<file path="src/rtl/led_pkg.sv">
// Shared definitions for the LED ripple sequencer.
//   mode_e      : display modes, encoded as they appear on the mode output
//   dir_e       : bounce walk direction
//   LED_INIT    : pattern loaded on reset and on entry to rotate/bounce modes
//   LED_BLINK_INIT : pattern loaded on entry to BLINK
//   is_onehot() : legality check for single-lit-bit patterns
//   mode_succ() : mode sequencing order
package led_pkg;

    typedef enum logic [1:0] {
        MODE_RIP_L  = 2'd0,
        MODE_RIP_R  = 2'd1,
        MODE_BOUNCE = 2'd2,
        MODE_BLINK  = 2'd3
    } mode_e;

    typedef enum logic {
        DIR_LEFT  = 1'b0,
        DIR_RIGHT = 1'b1
    } dir_e;

    localparam logic [7:0] LED_INIT       = 8'h01;
    localparam logic [7:0] LED_BLINK_INIT = 8'h00;

    function automatic logic is_onehot(input logic [7:0] v);
        return (v != 8'h00) && ((v & (v - 8'h01)) == 8'h00);
    endfunction

    function automatic mode_e mode_succ(input mode_e m);
        mode_e r;
        unique case (m)
            MODE_RIP_L:  r = MODE_RIP_R;
            MODE_RIP_R:  r = MODE_BOUNCE;
            MODE_BOUNCE: r = MODE_BLINK;
            MODE_BLINK:  r = MODE_RIP_L;
            default:     r = MODE_RIP_L;
        endcase
        return r;
    endfunction

endpackage

</file>
<file path="src/rtl/led_tick_gen.sv">
// Step prescaler for the LED sequencer.
// Produces a single-cycle tick every (DIV_BASE << speed) enabled clk cycles.
// Ports:
//   clk    in  1  system clock, rising edge
//   reset  in  1  synchronous active-high reset, clears the counter
//   enable in  1  count when high; counter holds and tick is suppressed when low
//   clr    in  1  restart the period (counter to 0, no tick this cycle)
//   speed  in  2  period select, period = DIV_BASE << speed
//   tick   out 1  combinational, high in the last cycle of a period
// DIV_BASE << 3 must fit below 2**CNT_W.
module led_tick_gen #(
    parameter int unsigned DIV_BASE = 50_000_000,
    parameter int unsigned CNT_W    = 32
) (
    input  logic       clk,
    input  logic       reset,
    input  logic       enable,
    input  logic       clr,
    input  logic [1:0] speed,
    output logic       tick
);

    logic [CNT_W-1:0] cnt_q;
    logic [CNT_W-1:0] cnt_d;
    logic [CNT_W-1:0] limit;
    logic             at_limit;

    always_comb begin
        limit = (CNT_W'(DIV_BASE) << speed) - CNT_W'(1);
    end

    // >= rather than == so a shorter period chosen mid-count ends on the next cycle.
    assign at_limit = (cnt_q >= limit);

    always_comb begin
        cnt_d = cnt_q;
        if (clr) begin
            cnt_d = '0;
        end else if (enable) begin
            cnt_d = at_limit ? '0 : cnt_q + CNT_W'(1);
        end
    end

    assign tick = enable & ~clr & ~reset & at_limit;

    always_ff @(posedge clk) begin
        if (reset) begin
            cnt_q <= '0;
        end else begin
            cnt_q <= cnt_d;
        end
    end

endmodule

</file>
<file path="src/rtl/led_pattern_ctrl.sv">
// 8-LED pattern sequencer: rotate-left, rotate-right, bounce and blink modes,
// stepped by a programmable prescaler tick and cycled by a mode_next pulse.
// Ports:
//   clk       in  1  system clock, rising edge
//   reset     in  1  synchronous active-high reset, overrides all other inputs
//   enable    in  1  1 = advance on tick, 0 = freeze LEDs and prescaler
//   mode_next in  1  single-cycle pulse, advance to next mode and reload pattern
//   speed     in  2  step period = DIV_BASE << speed clk cycles
//   led       out 8  LED drive, 1 = lit
//   mode      out 2  current mode (led_pkg::mode_e encoding)
//   step      out 1  high in the cycle after led updated on a tick
module led_pattern_ctrl
    import led_pkg::*;
#(
    parameter int unsigned DIV_BASE = 50_000_000,
    parameter int unsigned CNT_W    = 32
) (
    input  logic       clk,
    input  logic       reset,
    input  logic       enable,
    input  logic       mode_next,
    input  logic [1:0] speed,
    output logic [7:0] led,
    output logic [1:0] mode,
    output logic       step
);

    mode_e      mode_q, mode_d;
    dir_e       dir_q, dir_d;
    logic [7:0] led_q, led_d;
    logic       step_q, step_d;
    logic       tick;

    led_tick_gen #(
        .DIV_BASE (DIV_BASE),
        .CNT_W    (CNT_W)
    ) u_tick_gen (
        .clk    (clk),
        .reset  (reset),
        .enable (enable),
        .clr    (mode_next),
        .speed  (speed),
        .tick   (tick)
    );

    // Mode FSM: state register.
    always_ff @(posedge clk) begin
        if (reset) begin
            mode_q <= MODE_RIP_L;
        end else begin
            mode_q <= mode_d;
        end
    end

    // Mode FSM: next state.
    always_comb begin
        mode_d = mode_q;
        if (mode_next) begin
            mode_d = mode_succ(mode_q);
        end
    end

    // Mode FSM: outputs.
    always_comb begin
        mode = mode_q;
    end

    // Pattern datapath. mode_next wins over a coincident tick (the prescaler also
    // suppresses tick on clr, so step stays low in that cycle).
    always_comb begin
        led_d  = led_q;
        dir_d  = dir_q;
        step_d = 1'b0;
        if (mode_next) begin
            led_d = (mode_d == MODE_BLINK) ? LED_BLINK_INIT : LED_INIT;
            dir_d = DIR_LEFT;
        end else if (tick) begin
            step_d = 1'b1;
            unique case (mode_q)
                MODE_RIP_L: begin
                    led_d = is_onehot(led_q) ? {led_q[6:0], led_q[7]} : LED_INIT;
                end
                MODE_RIP_R: begin
                    led_d = is_onehot(led_q) ? {led_q[0], led_q[7:1]} : LED_INIT;
                end
                MODE_BOUNCE: begin
                    if (!is_onehot(led_q)) begin
                        led_d = LED_INIT;
                        dir_d = DIR_LEFT;
                    end else if ((dir_q == DIR_LEFT && !led_q[7]) || led_q[0]) begin
                        // Moving left, or stranded on bit0 with the wrong direction.
                        led_d = {led_q[6:0], 1'b0};
                        dir_d = led_d[7] ? DIR_RIGHT : DIR_LEFT;
                    end else begin
                        led_d = {1'b0, led_q[7:1]};
                        dir_d = led_d[0] ? DIR_LEFT : DIR_RIGHT;
                    end
                end
                MODE_BLINK: begin
                    led_d = ~led_q;
                end
                default: begin
                    led_d = LED_INIT;
                end
            endcase
        end
    end

    always_ff @(posedge clk) begin
        if (reset) begin
            led_q  <= LED_INIT;
            dir_q  <= DIR_LEFT;
            step_q <= 1'b0;
        end else begin
            led_q  <= led_d;
            dir_q  <= dir_d;
            step_q <= step_d;
        end
    end

    assign led = led_q;
    // Gate with the live inputs so step never shows while frozen or in reset.
    assign step = step_q & enable & ~reset;

endmodule

</file>
<file path="config.mk">
export PLATFORM = sky130hd
export DESIGN_NAME = led_pattern_ctrl
export DESIGN_NICKNAME = d
export VERILOG_FILES = /design/src/rtl/led_pkg.sv /design/src/rtl/led_tick_gen.sv /design/src/rtl/led_pattern_ctrl.sv
export SDC_FILE = /design/constraint.sdc
export NUM_CORES = 1
export LEC_CHECK = 0
export CORE_MARGIN = 4
export CORE_UTILIZATION = 54
export DETAILED_ROUTE_END_ITERATION = 8
export PLACE_DENSITY = 0.76
export SETUP_SLACK_MARGIN = 0.15
export SYNTH_ARGS = -nofsm -noshare
export SYNTH_HDL_FRONTEND = slang
export SYNTH_SLANG_ARGS = --single-unit
export TNS_END_PERCENT = 20
</file>
<file path="constraint.sdc">
create_clock -name clk -period 2.1 [get_ports clk]
set_clock_uncertainty 0.2 [all_clocks]
set_input_delay 0.315 -clock clk [delete_from_list [all_inputs] [get_ports clk]]
set_output_delay 0.315 -clock clk [all_outputs]
set_load 0.05 [all_outputs]
</file>
==> metrics.txt, run 1 <==
status finished with violations; failing checks setup timing; I/O pin count 17; initial DRC count 190; Worst Hold Path EP dir_q; WHS Path Cells 2; Die Y roughly 80 microns; number of flops mapped to enable cells by yosys 0; Max VDD drop about 470 uV; WP data required between 2000 and 2500 ps; # DRC 0; core area approximately 5100 sq um; initial antenna violation count 0; worst hold path startpoint dir_q; Die ar. between 6000 and 7000 sq um; H-tree levels 2; element type at the critical path end flop; final worst-path cycle share 118.0%; GPL Wtd Cong 0.9341; Seq cells post-synth 44; CTS tree yes; dpl hpwl ~5200 microns; flop2flop setup slack -380 ps; worst hold path class flop to flop; Most used DFF post-synth dfxtp_1; total CTS buffers 5; Arrival @ worst endpoint between 2000 and 3000 ps; Avg Vias per Cell 5.588; # rows 26; WL final roughly 7600 microns; first-pass GRT wire length 12690 microns; maxcap violations 0; Post-DP Area between 3000 and 4000 sq um; Final Instance Count excl. Fillers approximately 500; worst skew pair latency around 300 ps; Nets roughly 460; count of port buffers added during placement 16; Worst R2R Path Depth 10; 1st-pass router iterations 7; Mapped Area approximately 2800 sq um; Placed Instances approximately 490; Slew Viols, Final 0; final worst setup slack -378.4 ps; clk root buf clkbuf_8; final hold vios 0; DRT antenna net count 0; hold_ws ~360 ps; Global Route Usage Sum between 20 and 25%; Fill cells approximately 330; Static Leakage around 0.0016 uW; RSZ-0062 raised after global routing true; ratio of cells with drive above 1 in the final layout 31.94%; vias roughly 2800; diode count 0; WS Path Type flop to flop; number of library cell types mapped by synthesis 50; die width between 80 and 90 microns; Warnings, synthesis 0; clock sinks 44; fin crit period about 2500 ps; RR Startpoint u_tick_gen.cnt_q[1]; Routed wire per std cell 15.09 microns; r2r endpoint led[6]; Finished Cell Area slightly below 4000 sq um; clk slew on worst S/H paths 80 ps; largest net degree at the start of global routing 30; synth-to-layout area growth 38.64%; syn_area_per_cell just over 8 sq um; Setup TNS -10790 ps; GRT Residual Overflow 0; clock buffer depth 2; final setup fails 42; crit-path max FO 5; vias in the first global route between 2000 and 3000; Synth Instances about 350; PD cells roughly 440 nW/um^2; asr flop ratio synth 0%; crit path launch type flop; Initial Util 55.41%; Seq/Total Area, Yosys around 31%; FMAX a little over 400 MHz
==> power breakdown <==
group | switching [uW] | leakage, uW | internal (uW)
clock network | 292 | 0.0000552 | 353
logic | 146 | 0.00123 | 99.4
registers | 9.17 | 0.000360 | 840
total | 447 | 0.00164 | 1290
==> timing repair <==
item                                    4_1_cts  5_1_grt
gates cloned                                  1        0
buffers inserted                              7        1
hold buffers                                  0        0
gates resized for setup                      45       17
endpoints found under the setup margin       45       43
pin swaps                                    33       14
==> cells in the final DEF, fill, tap and decap left out, types with 3 or more instances in the layout <==
cell type	n
a21oi_2	6
inv_1	15
buf_6	6
dfxtp_2	10
nor2_1	51
o211ai_1	4
ha_4	6
nor3_1	5
a21oi_1	12
clkbuf_8	5
buf_12	4
nor2b_1	4
nand4_1	9
ha_1	18
a22oi_1	5
nand2_1	25
o21ai_0	9
dfxtp_1	34
mux2i_1	4
and3_1	7
o22ai_1	6
nor2_2	5
xor2_1	27
nand3_1	18
buf_4	66
xnor2_1	4
clkdlybuf4s50_1	3
conb_1	6
==> synthesized netlist by cell type, drive strengths merged (6+ instances only) <==
cell type   n  area [sq um]
a21oi      20         103.9
and3        7         43.79
clkbuf      9         33.78
dfxtp      44         880.8
ha         25         312.8
inv        17         63.81
mux2i       6         60.06
nand2      28         107.6
nand3      19         95.09
nand4       9         56.30
nor2       58         217.7
nor3        6         30.03
o21ai       9         45.04
o22ai       6         37.54
xor2       27         236.5
==> state kept, by name, indices dropped and copies added, names as in the netlist <==
register	flops
mode	2
u_tick_gen.cnt_q	32
dir_q	1
step_q	1
led	8
==> cells by family (layout without fill, tap and decap cells) <==
| group | Yosys count | after routing | synth area share (%) |
|---|---|---|---|
| buf+inv | 30 | 107 | 4.818 |
| fa+ha+maj | 28 | 28 | 12.16 |
| compound gates | 63 | 63 | 15.25 |
| simple gates | 147 | 147 | 24.67 |
| mux | 6 | 6 | 2.122 |
| other cells | 2 | 6 | 0.2654 |
| flops | 44 | 44 | 31.12 |
| xor+xnor | 31 | 31 | 9.593 |
==> final cells by class <==
cell class | count | area, sq um | area share [%]
flip-flops and latches | 44 | 893.4 | 22.77
inverters | 17 | 63.81 | 1.626
multi-input cells | 281 | 2053 | 52.33
clock buffers | 6 | 72.57 | 1.849
repair buffers | 82 | 718.2 | 18.30
well taps | 70 | 87.58 | 2.232
clock inverters | 2 | 35.03 | 0.8929
==> worst max path at each step <==
stage | from | end | slack [ps] | cells past startpoint
final | u_tick_gen.cnt_q[1] | led[6] | -380 | 10
after global routing | u_tick_gen.cnt_q[1] | dir_q | -450 | 10
after CTS | u_tick_gen.cnt_q[0] | led[6] | -350 | 10
after detailed placement | speed[0] | led[0] | -930 | 12
after global placement | speed[1] | u_tick_gen.cnt_q[1] | -860 | 15
after floorplan | u_tick_gen.cnt_q[1] | dir_q | -120 | 9
==> critical path, cell delays in order, from the launching register on <==
cell,delay (ps)
dfxtp_2,360
ha_4,140
and4_4,220
o2111ai_4,110
a2111o_1,430
a21oi_4,200
o31ai_4,110
buf_6,140
buf_16,120
a221o_1,270
a21oi_2,120
==> metal layers <==
layer | share of wire, % | vias to the layer above | track usage (%)
li1 | - | 1381 | -
met1 | 44 | 1344 | 31.58
met2 | 50 | 62 | 42.55
met3 | 3.9 | 18 | 3.475
met4 | 2.1 | 0 | 7.601
met5 | 0 | - | 0
==> metrics by stage <==
step	total power [uW]	utilization, %	setup slack, ps
finish	1740	76.83	-378.4
global route	1818	76.83	-446.9
CTS	1734	75.18	-347.2
detailed placement	1086	68.64	-925.1
global placement	1081	68.64	-857.9
floorplan	1013	-	-120.2
No activity file was read; power rests on OpenSTA's default activity.
==> run 2, diff against run 1 <==
CTS_CLUSTER_SIZE = 24   (was unset)
==> results of run 2 <==
Same layout as run 1: the final DEF is identical, and so are final timing and power.
